**src/rtl/regfile_mp_if.sv**
```systemverilog
// Request/response bundle between the datapath and the MIPS register file.
interface regfile_mp_if #(
    parameter int DATA_W = 32,
    parameter int ADDR_W = 5
);
    logic              rd_valid;
    logic [ADDR_W-1:0] rd_addr_a;
    logic [ADDR_W-1:0] rd_addr_b;
    logic [DATA_W-1:0] rd_data_a;
    logic [DATA_W-1:0] rd_data_b;
    logic              rd_data_valid;
    logic              wr_en;
    logic [ADDR_W-1:0] wr_addr;
    logic [DATA_W-1:0] wr_data;
    logic              wr_ack;
    logic              busy;
    logic              req_drop;

    modport master (
        output rd_valid, rd_addr_a, rd_addr_b, wr_en, wr_addr, wr_data,
        input  rd_data_a, rd_data_b, rd_data_valid, wr_ack, busy, req_drop
    );

    modport slave (
        input  rd_valid, rd_addr_a, rd_addr_b, wr_en, wr_addr, wr_data,
        output rd_data_a, rd_data_b, rd_data_valid, wr_ack, busy, req_drop
    );
endinterface

```
**src/rtl/regfile_mp.sv**
```systemverilog
// MIPS register file: two registered read ports, one write port, post-reset
// clear sweep so the array can live in RAM-style storage.
module regfile_mp #(
    parameter int DATA_W  = 32,
    parameter int ADDR_W  = 5,
    parameter bit R0_ZERO = 1'b1,
    parameter bit BYPASS  = 1'b1
) (
    input logic         clk,
    input logic         reset,
    regfile_mp_if.slave bus
);
    localparam int DEPTH = 2 ** ADDR_W;

    typedef enum logic [0:0] {
        CLEAR = 1'b0,
        READY = 1'b1
    } state_t;

    state_t            state_r;
    logic [ADDR_W-1:0] ptr_r;
    logic [DATA_W-1:0] mem_r [DEPTH];
    logic [DATA_W-1:0] rd_data_a_r;
    logic [DATA_W-1:0] rd_data_b_r;
    logic              rd_data_valid_r;
    logic              wr_ack_r;
    logic              busy_r;
    logic              req_drop_r;

    logic              wr_fire_s;
    logic              rd_fire_s;
    logic              mem_we_s;
    logic [ADDR_W-1:0] mem_waddr_s;
    logic [DATA_W-1:0] mem_wdata_s;
    logic [DATA_W-1:0] val_a_s;
    logic [DATA_W-1:0] val_b_s;

    // r0 wins over forwarding; forwarding wins over the stored entry.
    function automatic logic [DATA_W-1:0] read_value(
        input logic [ADDR_W-1:0] addr,
        input logic [DATA_W-1:0] stored,
        input logic              fwd_en,
        input logic [ADDR_W-1:0] fwd_addr,
        input logic [DATA_W-1:0] fwd_data
    );
        logic [DATA_W-1:0] value;
        if (R0_ZERO && (addr == {ADDR_W{1'b0}})) begin
            value = {DATA_W{1'b0}};
        end else if (BYPASS && fwd_en && (fwd_addr == addr)) begin
            value = fwd_data;
        end else begin
            value = stored;
        end
        return value;
    endfunction

    // Request acceptance: only in READY and not on a reset edge.
    always_comb begin
        wr_fire_s = 1'b0;
        rd_fire_s = 1'b0;
        if (!reset && (state_r == READY)) begin
            wr_fire_s = bus.wr_en;
            rd_fire_s = bus.rd_valid;
        end else begin
            wr_fire_s = 1'b0;
            rd_fire_s = 1'b0;
        end
    end

    // Single storage write port shared by the clear sweep and normal writes.
    always_comb begin
        mem_we_s    = 1'b0;
        mem_waddr_s = ptr_r;
        mem_wdata_s = {DATA_W{1'b0}};
        if (reset) begin
            mem_we_s = 1'b0;
        end else if (state_r == CLEAR) begin
            mem_we_s = 1'b1;
        end else if (wr_fire_s && !(R0_ZERO && (bus.wr_addr == {ADDR_W{1'b0}}))) begin
            mem_we_s    = 1'b1;
            mem_waddr_s = bus.wr_addr;
            mem_wdata_s = bus.wr_data;
        end else begin
            mem_we_s = 1'b0;
        end
    end

    // Read-port values before registering.
    always_comb begin
        val_a_s = read_value(bus.rd_addr_a, mem_r[bus.rd_addr_a], wr_fire_s, bus.wr_addr, bus.wr_data);
        val_b_s = read_value(bus.rd_addr_b, mem_r[bus.rd_addr_b], wr_fire_s, bus.wr_addr, bus.wr_data);
    end

    // Storage array, kept free of reset so it maps to RAM.
    always_ff @(posedge clk) begin
        if (mem_we_s) begin
            mem_r[mem_waddr_s] <= mem_wdata_s;
        end
    end

    // Sweep FSM plus all registered outputs.
    always_ff @(posedge clk) begin
        if (reset) begin
            state_r         <= CLEAR;
            ptr_r           <= {ADDR_W{1'b0}};
            busy_r          <= 1'b1;
            rd_data_a_r     <= {DATA_W{1'b0}};
            rd_data_b_r     <= {DATA_W{1'b0}};
            rd_data_valid_r <= 1'b0;
            wr_ack_r        <= 1'b0;
            req_drop_r      <= 1'b0;
        end else begin
            case (state_r)
                CLEAR: begin
                    ptr_r <= ptr_r + ADDR_W'(1);
                    if (ptr_r == {ADDR_W{1'b1}}) begin
                        state_r <= READY;
                        busy_r  <= 1'b0;
                    end
                end
                READY: begin
                    busy_r <= 1'b0;
                end
                default: begin
                    state_r <= CLEAR;
                    ptr_r   <= {ADDR_W{1'b0}};
                    busy_r  <= 1'b1;
                end
            endcase
            req_drop_r      <= busy_r & (bus.rd_valid | bus.wr_en);
            rd_data_valid_r <= rd_fire_s;
            wr_ack_r        <= wr_fire_s;
            if (rd_fire_s) begin
                rd_data_a_r <= val_a_s;
                rd_data_b_r <= val_b_s;
            end
        end
    end

    assign bus.rd_data_a     = rd_data_a_r;
    assign bus.rd_data_b     = rd_data_b_r;
    assign bus.rd_data_valid = rd_data_valid_r;
    assign bus.wr_ack        = wr_ack_r;
    assign bus.busy          = busy_r;
    assign bus.req_drop      = req_drop_r;
endmodule

```
**src/flat_wrapper.sv**
```systemverilog
// flat-port wrapper written by rule: the top's interface ports become plain ports
module regfile_mp_flat 
#(
    parameter int DATA_W  = 32,
    parameter int ADDR_W  = 5,
    parameter bit R0_ZERO = 1'b1,
    parameter bit BYPASS  = 1'b1
)
  (clk, reset, bus_rd_valid, bus_rd_addr_a, bus_rd_addr_b, bus_wr_en, bus_wr_addr, bus_wr_data, bus_rd_data_a, bus_rd_data_b, bus_rd_data_valid, bus_wr_ack, bus_busy, bus_req_drop);
  regfile_mp_if #(.DATA_W(DATA_W), .ADDR_W(ADDR_W)) bus_i ();
  input logic clk;
  input logic reset;
  input wire logic [$bits(bus_i.rd_valid)-1:0] bus_rd_valid;
  input wire logic [$bits(bus_i.rd_addr_a)-1:0] bus_rd_addr_a;
  input wire logic [$bits(bus_i.rd_addr_b)-1:0] bus_rd_addr_b;
  input wire logic [$bits(bus_i.wr_en)-1:0] bus_wr_en;
  input wire logic [$bits(bus_i.wr_addr)-1:0] bus_wr_addr;
  input wire logic [$bits(bus_i.wr_data)-1:0] bus_wr_data;
  output wire logic [$bits(bus_i.rd_data_a)-1:0] bus_rd_data_a;
  output wire logic [$bits(bus_i.rd_data_b)-1:0] bus_rd_data_b;
  output wire logic [$bits(bus_i.rd_data_valid)-1:0] bus_rd_data_valid;
  output wire logic [$bits(bus_i.wr_ack)-1:0] bus_wr_ack;
  output wire logic [$bits(bus_i.busy)-1:0] bus_busy;
  output wire logic [$bits(bus_i.req_drop)-1:0] bus_req_drop;
  assign bus_i.rd_valid = bus_rd_valid;
  assign bus_i.rd_addr_a = bus_rd_addr_a;
  assign bus_i.rd_addr_b = bus_rd_addr_b;
  assign bus_i.wr_en = bus_wr_en;
  assign bus_i.wr_addr = bus_wr_addr;
  assign bus_i.wr_data = bus_wr_data;
  assign bus_rd_data_a = bus_i.rd_data_a;
  assign bus_rd_data_b = bus_i.rd_data_b;
  assign bus_rd_data_valid = bus_i.rd_data_valid;
  assign bus_wr_ack = bus_i.wr_ack;
  assign bus_busy = bus_i.busy;
  assign bus_req_drop = bus_i.req_drop;
  regfile_mp #(.DATA_W(DATA_W), .ADDR_W(ADDR_W), .R0_ZERO(R0_ZERO), .BYPASS(BYPASS)) u_core (.clk(clk), .reset(reset), .bus(bus_i));
endmodule
```
**config.mk**
```make
export PLATFORM = sky130hd
export DESIGN_NAME = regfile_mp_flat
export DESIGN_NICKNAME = d
export VERILOG_FILES = /design/src/rtl/regfile_mp_if.sv /design/src/rtl/regfile_mp.sv /design/src/flat_wrapper.sv
export SDC_FILE = /design/constraint.sdc
export NUM_CORES = 1
export LEC_CHECK = 0
export BUFFER_PORTS_ARGS = -buffer_cell sky130_fd_sc_hd__buf_4
export CELL_PAD_IN_SITES_DETAIL_PLACEMENT = 0
export CELL_PAD_IN_SITES_GLOBAL_PLACEMENT = 2
export CORE_UTILIZATION = 50
export CTS_CLUSTER_SIZE = 10
export DETAILED_ROUTE_END_ITERATION = 8
export PLACE_DENSITY_LB_ADDON = 0.1
export SYNTH_ARGS = -nofsm -noshare
export SYNTH_HDL_FRONTEND = slang
export SYNTH_SLANG_ARGS = --single-unit
export TNS_END_PERCENT = 30
```
**constraint.sdc**
```tcl
create_clock -name clk -period 6.4 [get_ports clk]
set_clock_uncertainty 0.05 [all_clocks]
set_input_delay 0.64 -clock clk [delete_from_list [all_inputs] [get_ports clk]]
set_output_delay 0.64 -clock clk [all_outputs]
set_load 0.03 [all_outputs]
```
---- Word level (Yosys, flattened, before mapping) ----
Memory sizes are Yosys's and may differ from the RTL's.
Index checks and enable logic that the tools add are counted.
operators by class
  bitwise logic cells ..................... 3
  reduce and logical (&&, ||, !) cells .... 9
  add/subtract/negate cells ............... 1
  multiplexer cells ....................... 21
  equal/unequal tests ..................... 4
operator list
  cell                 count
  $mux 32              7
  $logic_not 5->1      3
  $mux 5               3
  $eq 5x5->1           2
  $mux 1               10
  $add 5x1->5 const B  1
  $eq 5x5->1 const B   1
  $logic_and 1x1->1    4
  $logic_not 1->1      2
  $ne 2x2->1 const B   1
  $pmux 1 s2           1
  $and 1x1->1          1
  $not 1->1            1
  $or 1x1->1           1
storage, ports and cells
  bits of input ports ..................... 51
  output and inout bits ................... 68
  logic and storage cells ................. 47
  RAM bits ................................ 1,024
  memories kept ........................... 1
  bits in registers ....................... 74
memories
  name          depth  width  read ports  clocked after memory_dff  write ports  RTL line          RTL
  u_core.mem_r  32     32     2           0                         1            regfile_mp.sv:22  logic [DATA_W-1:0] mem_r [DEPTH];

---- Longest topological paths before layout ----
Gate-level depths: netlist of run 1.
  word-level depth ........................ 9
  depth in mapped cells ................... 9
  depth with buffers taken out ............ 5

---- Worst setup path before layout of run 1 ----
OpenSTA, ideal clock, no wires.
  kind .................................... input port to flip-flop
  start ................................... in bus_wr_addr[1]
  end ..................................... mem u_core.mem_r[4][0], enable pin
  data arrival time ....................... 5,059 ps
  required time ........................... 5,849 ps
  buffers on the path ..................... 2
  setup time .............................. 501 ps
  slack ................................... 789 ps
  cell stages on the path ................. 7
  path through ............................ clkbuf_1 > or4_1 > o21a_1 > buf_2 > nor3_2 > a31oi_2 > nor4_1
between the ends
  longest elaborated chain between the ends .. 8
  elaborated cells between the ends (all ways) .. 11
  those cells by class .................... 8 x mux; 3 x reduce/logical
RTL lines
  item                          RTL line            RTL
  start, declared               flat_wrapper.sv:17  input wire logic [$bits(bus_i.wr_addr)-1:0] bus_wr_addr;
  $logic_not 5->1               regfile_mp.sv:79    end else if (wr_fire_s && !(R0_ZERO && (bus.wr_addr == {ADDR_W{1'b0}}))) begin
  $logic_not 1->1               regfile_mp.sv:79
  $logic_and 1x1->1             regfile_mp.sv:79
  $mux 1                        regfile_mp.sv:79
  $mux 1                        regfile_mp.sv:77    end else if (state_r == CLEAR) begin
  $mux 1                        regfile_mp.sv:75    if (reset) begin
  $mux 1                        regfile_mp.sv:96    if (mem_we_s) begin
  $mux 1 (not written as such)  regfile_mp.sv:97    mem_r[mem_waddr_s] <= mem_wdata_s;
  end, declared                 regfile_mp.sv:22
Parallel ways exist; a longest one is shown, timed or not.

---- Worst setup path after layout of run 1 ----
  start ................................... reg u_core.state_r
  end ..................................... mem u_core.mem_r[0][10], enable pin
between the ends
  longest elaborated chain between the ends .. 8
  elaborated cells between the ends (all ways) .. 11
  those cells by class .................... 9 x mux; 2 x reduce/logical
RTL lines
  item                          RTL line           RTL
  start, declared               regfile_mp.sv:20   state_t state_r;
  start signal, assigned        regfile_mp.sv:104  state_r <= CLEAR;
  start signal, assigned        regfile_mp.sv:117  state_r <= READY;
  start signal, assigned        regfile_mp.sv:125  state_r <= CLEAR;
  $logic_and 1x1->1             regfile_mp.sv:61   if (!reset && (state_r == READY)) begin
  $mux 1                        regfile_mp.sv:61
  $logic_and 1x1->1             regfile_mp.sv:79
  $mux 1                        regfile_mp.sv:79
  $mux 1                        regfile_mp.sv:77
  $mux 1                        regfile_mp.sv:75
  $mux 1                        regfile_mp.sv:96
  $mux 1 (not written as such)  regfile_mp.sv:97
Parallel ways exist; a longest one is shown, timed or not.

==> results.md, run 1 <==
- Most common library cell in the layout ignoring fill and taps: sky130_fd_sc_hd__edfxtp_1
- Global placement routability congestion: 0.851
- Number of vias after detailed routing: between 20,000 and 30,000
- Reg2Reg Setup Slack: ~2.1 ns
- Cell area after technology mapping: roughly 50,000 um2
- Worst hold-check path type: primary input to register
- First-pass GRT wire length: about 210 mm
- Fraction of final layout cells sized beyond drive strength 1: 0.362
- Count of placed standard cells in the final layout, fillers left out: between 3,000 and 4,000
- Buffers on Ports: ~120
- Run status: finished, final reports clean
- Post-detailed-route via-to-cell ratio: 7.09
- Cell-internal power: around 12 mW
- Routed length per instance: about 37 um
- Post-CTS setup buffer count: 0
- Number of cell instances on the worst register-to-register path: 6
- I/O Pins: 119
- Synth-to-layout area growth: 12.7%
- Post-route setup TNS: 0 ns
- Post-synth top flop: sky130_fd_sc_hd__edfxtp_1
- CP max FO: around 40
- Reg-to-Reg End: u_core.mem_r[0][10]$_DFFE_PP_
- Hold Violations, Final: 0
- Syn Inst Count: about 2,500
- Fraction of the yosys area taken by sequential cells: 0.646
- Kind of end point of the critical path: register
- Total track usage: 0.296
- Leading post-synthesis cells by cell area: sky130_fd_sc_hd__edfxtp_1, sky130_fd_sc_hd__mux4_2, sky130_fd_sc_hd__dfxtp_1
- Normalized max-slew margin: 0.0393
- TritonCTS Buffers: 130
- Terminating pin of the worst hold path: u_core.bus.req_drop$_SDFF_PP0_
- Setup repair after global routing missed its margin: false
- FF+latch count, synth: 1,098
- Share of the cycle needed by the critical path after routing: 0.672
- Critical Path AT: about 4.7 ns
- Number of DRC violations after detailed routing: 0
- Transition time of the tightest slew-check pin: between 1 and 1.5 ns
- Diode count: 0
- Switching part of the total: 0.221
- Max Transition Viols Final: 0
- VDD IR-drop max: 0.230 mV
- PnR worst setup slack: 2.10 ns
- Via count of the first global-routing pass: slightly below 30,000
- Reg2reg start: u_core.state_r$_SDFF_PP0_
- Worst hold stages: 3
- DP Cell Count: roughly 3,800
- Fraction of registers with async set/reset: 0
- Origin of the worst min-delay path: bus_rd_valid
- Number of search-and-repair iterations in the first detailed-routing pass: 9
- Distinct cell type count after synthesis: 40
- Proportion of power drawn by flip-flops and latches: 0.503
- Max-capacitance violation count: 0
- Largest net degree at the start of global routing: ~100
- Commonest cells after routing, fill and taps aside: sky130_fd_sc_hd__edfxtp_1, sky130_fd_sc_hd__mux4_2, sky130_fd_sc_hd__buf_4, sky130_fd_sc_hd__nand2_1, sky130_fd_sc_hd__clkbuf_16
- Total number of nets in the final design: 2,667
- Per-instance average area after synthesis: between 15 and 20 um2
- Die height: about 320 um
- Detailed Place HPWL: around 87 mm
- Final Critical Period: 4.30 ns
- Power density of the placed cells: approximately 280 nW/um2
- CTS Root Buffer Type: sky130_fd_sc_hd__clkbuf_16
- TritonCTS sink count: 1,098
- Final setup fails: 0
- Required time at the endpoint of the critical path: approximately 6.8 ns
- Element type at the critical path start: register
- Combinational cell fraction of total power: 0.065
- Post-cts resize count: 0
- Fraction of post-synthesis cell area in the top cell type by area: 0.616
- Sw Pwr: between 3 and 4 mW
- Drt first-iter violations: about 3,800
- Remaining number of nets flagged by the antenna check after routing: 0
- Final core utilization: 0.570
- Hold-fix buffer count after cts: 0
- # rows: approximately 120
- Yosys warning count: 0
- Clk pwr share: 0.431
- Count of flip-flops with a built-in enable after synthesis: 1,024
- Leakage dissipation: ~16 nW
- Detailed Route WL: around 150 mm
- Core Region: 98,600 um2
- Initial antenna violation count: 2
- Number of nets in the synthesized netlist: about 2,500
- H-tree lvl count: 4
- Crit Path Category: register to register
- Die area: 101,000 um2
- Worst-case clock buffer depth: 3
- Fmax achieved: between 200 and 250 MHz
- Gr ovfl total: 0
- Clock-pin slew on the worst setup and hold paths: 0.06 ns
- Cell accounting for the most synthesized area: sky130_fd_sc_hd__edfxtp_1
- Width of the die: ~320 um
- Initial core utilization: 0.506
- Clock tree from TritonCTS: yes
- Clock insertion delay at the later pin of the skew report: 0.74 ns
- Placement Setup Slack: 1.71 ns
## state kept, by name (all words and copies together) (netlist names)
register and count:
u_core.bus.busy 1, u_core.bus.rd_data_a 32, u_core.bus.rd_data_b 32, u_core.bus.rd_data_valid 1, u_core.bus.req_drop 1, u_core.bus.wr_ack 1, u_core.mem_r 1024, u_core.ptr_r 5
u_core.state_r 1
## cell usage after synthesis (2+ instances only)
cell	n
sky130_fd_sc_hd__nor2_1	44
sky130_fd_sc_hd__a21boi_1	2
sky130_fd_sc_hd__buf_4	16
sky130_fd_sc_hd__a31oi_1	2
sky130_fd_sc_hd__nor4_1	2
sky130_fd_sc_hd__dfxtp_1	74
sky130_fd_sc_hd__nor3_1	5
sky130_fd_sc_hd__nor3b_1	3
sky130_fd_sc_hd__a21oi_1	69
sky130_fd_sc_hd__nand3b_1	3
sky130_fd_sc_hd__a31oi_2	4
sky130_fd_sc_hd__buf_1	31
sky130_fd_sc_hd__clkbuf_1	100
sky130_fd_sc_hd__o21ai_0	64
sky130_fd_sc_hd__a222oi_1	64
sky130_fd_sc_hd__ha_1	2
sky130_fd_sc_hd__mux4_2	574
sky130_fd_sc_hd__mux2i_1	2
sky130_fd_sc_hd__edfxtp_1	1024
sky130_fd_sc_hd__nand2_1	139
sky130_fd_sc_hd__xnor2_1	5
sky130_fd_sc_hd__inv_1	3
sky130_fd_sc_hd__buf_6	18
sky130_fd_sc_hd__a22oi_1	133
sky130_fd_sc_hd__xor2_1	7
sky130_fd_sc_hd__nor2b_1	10
sky130_fd_sc_hd__buf_2	47
sky130_fd_sc_hd__and2_1	37
## worst max path at each step
stage / startpoint / endpoint / slack, ns / depth (start not counted)
floorplan: bus_wr_addr[1] / u_core.mem_r[4][0]$_DFFE_PP_ / 0.79 / 7
global placement: reset / u_core.mem_r[16][2]$_DFFE_PP_ / 1.84 / 7
detailed placement: reset / u_core.mem_r[16][0]$_DFFE_PP_ / 1.71 / 7
CTS: u_core.state_r$_SDFF_PP0_ / u_core.mem_r[16][29]$_DFFE_PP_ / 2.02 / 6
global route: u_core.state_r$_SDFF_PP0_ / u_core.mem_r[20][13]$_DFFE_PP_ / 1.93 / 6
finish: u_core.state_r$_SDFF_PP0_ / u_core.mem_r[0][10]$_DFFE_PP_ / 2.10 / 6
## power groups by stage
| stage | sequential, mW | clock, mW | combinational, mW |
|---|---|---|---|
| global route | 7.81 | 7.05 | 1.07 |
| floorplan | 7.95 | 0 | 0.665 |
| detailed placement | 7.95 | 0 | 1.01 |
| finish | 7.81 | 6.69 | 1.01 |
| global placement | 7.95 | 0 | 1.01 |
| CTS | 7.81 | 6.77 | 1.02 |
## cells by family (layout without fill, tap and decap cells)
| kind of cell | Yosys count | count (layout) | share of synthesized area |
|---|---|---|---|
| xor+xnor | 12 | 12 | 0.00211 |
| buf+inv | 215 | 413 | 0.0213 |
| flops | 1098 | 1098 | 0.646 |
| mux | 576 | 576 | 0.259 |
| simple gates | 251 | 251 | 0.0225 |
| compound gates | 342 | 342 | 0.0484 |
| fa+ha+maj | 2 | 2 | 0.000501 |
## critical path, stage by stage (launching register included)
cell and delay, ns:
sky130_fd_sc_hd__dfxtp_1 0.53, sky130_fd_sc_hd__and3b_1 0.43, sky130_fd_sc_hd__o21a_2 0.87, sky130_fd_sc_hd__a21oi_1 0.26, sky130_fd_sc_hd__or3_1 0.56, sky130_fd_sc_hd__nor2_4 0.83
sky130_fd_sc_hd__buf_4 0.41
## cell type report
cell class,count,area (um2)
clock buffers,196,3600
clock inverters,16,150
fillers,7220,42300
inverters,3,11.3
multi-input cells,1183,17000
flip-flops and latches,1098,32200
well taps,1287,1610
repair buffers,198,1640
## stage by stage
stage	total power [mW]	instance area, um2	hold slack, ns
6_report	15.5	56200	0.146
3_5_place_dp	8.97	52500	0.430
3_3_place_gp	8.96	52500	0.417
4_1_cts	15.6	56200	0.106
5_1_grt	15.9	56200	0.133
2_1_floorplan	8.61	49900	0.462
## per-layer routing
metal / part of all wire / GRT usage
met1: 0.40 / 0.428
met2: 0.48 / 0.456
met3: 0.094 / 0.0544
met4: 0.029 / 0.101
met5: 0 / 0
Note: power is estimated with default switching activity, not from simulation.
==> run 2: changes to the inputs <==
--- a/config.mk
+++ b/config.mk
@@ -8,7 +8,7 @@
 export BUFFER_PORTS_ARGS = -buffer_cell sky130_fd_sc_hd__buf_4
 export CELL_PAD_IN_SITES_DETAIL_PLACEMENT = 0
 export CELL_PAD_IN_SITES_GLOBAL_PLACEMENT = 2
-export CORE_UTILIZATION = 50
+export CORE_UTILIZATION = 45
 export CTS_CLUSTER_SIZE = 10
 export DETAILED_ROUTE_END_ITERATION = 8
 export PLACE_DENSITY_LB_ADDON = 0.1
==> constraint.sdc (replaced) <==
create_clock -name clk -period 3.45 [get_ports clk]
set_clock_uncertainty 0.05 [all_clocks]
set_input_delay 0.345 -clock clk [delete_from_list [all_inputs] [get_ports clk]]
set_output_delay 0.345 -clock clk [all_outputs]
set_load 0.03 [all_outputs]
==> run 2 against run 1 <==
Cell count grew 8.0%; count of clock-buffer cells in the layout shrank 6; highest routed layer unchanged; sequential cell count unchanged; sequential power increased by 86%; critical path type unchanged; global-route usage fell by 0.65 points; routed wire length is 9.6% higher; critical path depth unchanged.
==> results.md, run 2 (synthesis gave the netlist of run 1 again) <==
- CP max FO: 13
- Worst-case clock buffer depth: 3
- Required time at the endpoint of the critical path: 3.83 ns
- Power density of the placed cells: a little under 500 nW/um2
- Critical path cell sequence: and3b_1 -> o21a_2 -> nor3b_1 -> a31oi_2 -> nor2_4 -> buf_4
- Setup repair after global routing missed its margin: false
- Element type at the critical path start: register
- Routed length per instance: 37.3 um
- First-pass GRT wire length: roughly 230 mm
- Largest reg by FF count: u_core.mem_r
- Hold-fix buffer count after cts: 37
- Kind of end point of the critical path: register
- Max Transition Viols Final: 0
- Drt first-iter violations: approximately 3,400
- Final setup fails: 0
- Fraction of final layout cells sized beyond drive strength 1: 0.380
- Synth-to-layout area growth: 16.9%
- Gr ovfl total: 0
- Final Critical Period: between 3 and 4 ns
- Die height: between 300 and 400 um
- Normalized max-slew margin: 0.201
- TritonCTS Buffers: 132
- Detailed Place HPWL: around 97 mm
- Commonest cells after routing, fill and taps aside: sky130_fd_sc_hd__edfxtp_1, sky130_fd_sc_hd__mux4_2, sky130_fd_sc_hd__buf_4, sky130_fd_sc_hd__nand2_1, sky130_fd_sc_hd__clkbuf_16
- Clock tree from TritonCTS: yes
- Largest net degree at the start of global routing: between 60 and 70
- CTS Root Buffer Type: sky130_fd_sc_hd__clkbuf_16
- TritonCTS sink count: between 1,000 and 1,500
- Initial core utilization: 0.456
- # rows: approximately 120
- Global placement routability congestion: roughly 0.82
- Slowest-stage cell, CP: sky130_fd_sc_hd__a31oi_2
- Number of flip-flops under the largest register name: 1,024
- Critical Path AT: about 3.5 ns
- Max-capacitance violation count: 0
- I/O Pins: 119
- Initial antenna violation count: 4
- Via count of the first global-routing pass: between 30,000 and 40,000
- Fmax achieved: between 300 and 400 MHz
- Most common library cell in the layout ignoring fill and taps: sky130_fd_sc_hd__edfxtp_1
- Width of the die: between 300 and 400 um
- Share of the cycle needed by the critical path after routing: 0.903
- Worst hold-check slack: between 0.07 and 0.08 ns
- Leakage dissipation: around 17 nW
- Clock insertion delay at the later pin of the skew report: 0.73 ns
- Post-cts resize count: 0
- Hold Violations, Final: 0
- Core Region: about 110,000 um2
- Crit Path Category: register to register
- Total track usage: 0.289
- Total power after layout: 29.0 mW
- Buffers on Ports: ~120
- Die area: roughly 110,000 um2
- Transition time of the tightest slew-check pin: roughly 1.2 ns
- Number of search-and-repair iterations in the first detailed-routing pass: 7
- Post-detailed-route via-to-cell ratio: between 6 and 7
- Post-CTS setup buffer count: 0
- Run status: finished, final reports clean
- Clock-pin slew on the worst setup and hold paths: approximately 0.06 ns
- H-tree lvl count: 4
- VDD IR-drop max: 0.357 mV
- Number of DRC violations after detailed routing: 0
- Detailed Route WL: 160 mm
- Slowest cell delay on critical path: between 0.9 and 1 ns
- Number of vias after detailed routing: a little under 30,000
- Worst hold-check path type: primary input to register
- Remaining number of nets flagged by the antenna check after routing: 0
- Total number of nets in the final design: roughly 2,800
-- run 2: final cells by class --
| type | count | area [um2] |
|---|---|---|
| well taps | 1476 | 1850 |
| inverters | 3 | 11.3 |
| flip-flops and latches | 1098 | 32200 |
| fillers | 8526 | 51100 |
| clock inverters | 13 | 77.6 |
| clock buffers | 190 | 3670 |
| diodes | 2 | 5.00 |
| repair buffers | 333 | 3520 |
| multi-input cells | 1183 | 17000 |
-- run 2: final timing paths --
check	start	cells past startpoint	to	slack (ns)
worst max-delay path	u_core.state_r$_SDFF_PP0_	6	u_core.mem_r[18][13]$_DFFE_PP_	0.33
worst min-delay path	bus_wr_en	2	u_core.bus.wr_ack$_SDFF_PP0_	0.07
worst max register to register	u_core.state_r$_SDFF_PP0_	6	u_core.mem_r[18][13]$_DFFE_PP_	0.33
worst min register to register	u_core.bus.busy$_SDFFE_PP1P_	1	u_core.bus.busy$_SDFFE_PP1P_	0.43
-- run 2: routing by layer --
layer  track usage  routed length [um]  share of wire
met3        0.0455               11600          0.073
met4         0.111                5810          0.036
met5             0                   0              0
met1         0.393               63500           0.40
met2         0.472               79300           0.49
-- run 2: through the flow --
step           instance area, um2  setup WS [ns]  setup TNS [ns]  instances  utilization
2_1_floorplan               49900         -0.106          -37.05       2496            -
3_3_place_gp                54200          0.341               0       4056        0.495
3_5_place_dp                54200          0.321               0       4056        0.495
4_1_cts                     58300          0.337               0       4296        0.533
5_1_grt                     58300          0.209               0       4297        0.533
6_report                    58400          0.334               0       4298        0.533
-- run 2: report_power, final --
group / total [mW] / switching (mW) / internal (mW)
Sequential: 14.5 / 0.0445 / 14.4
Clock: 12.5 / 5.18 / 7.28
Combinational: 2.03 / 1.13 / 0.908
Total: 29.0 / 6.35 / 22.6
-- run 2: worst max-delay path, delay by kind of cell, from the launching register on --
family	cells	cell delay (ns)
compound gates	2	1.27
buf+inv	1	0.28
simple gates	3	0.65
flops	1	0.54
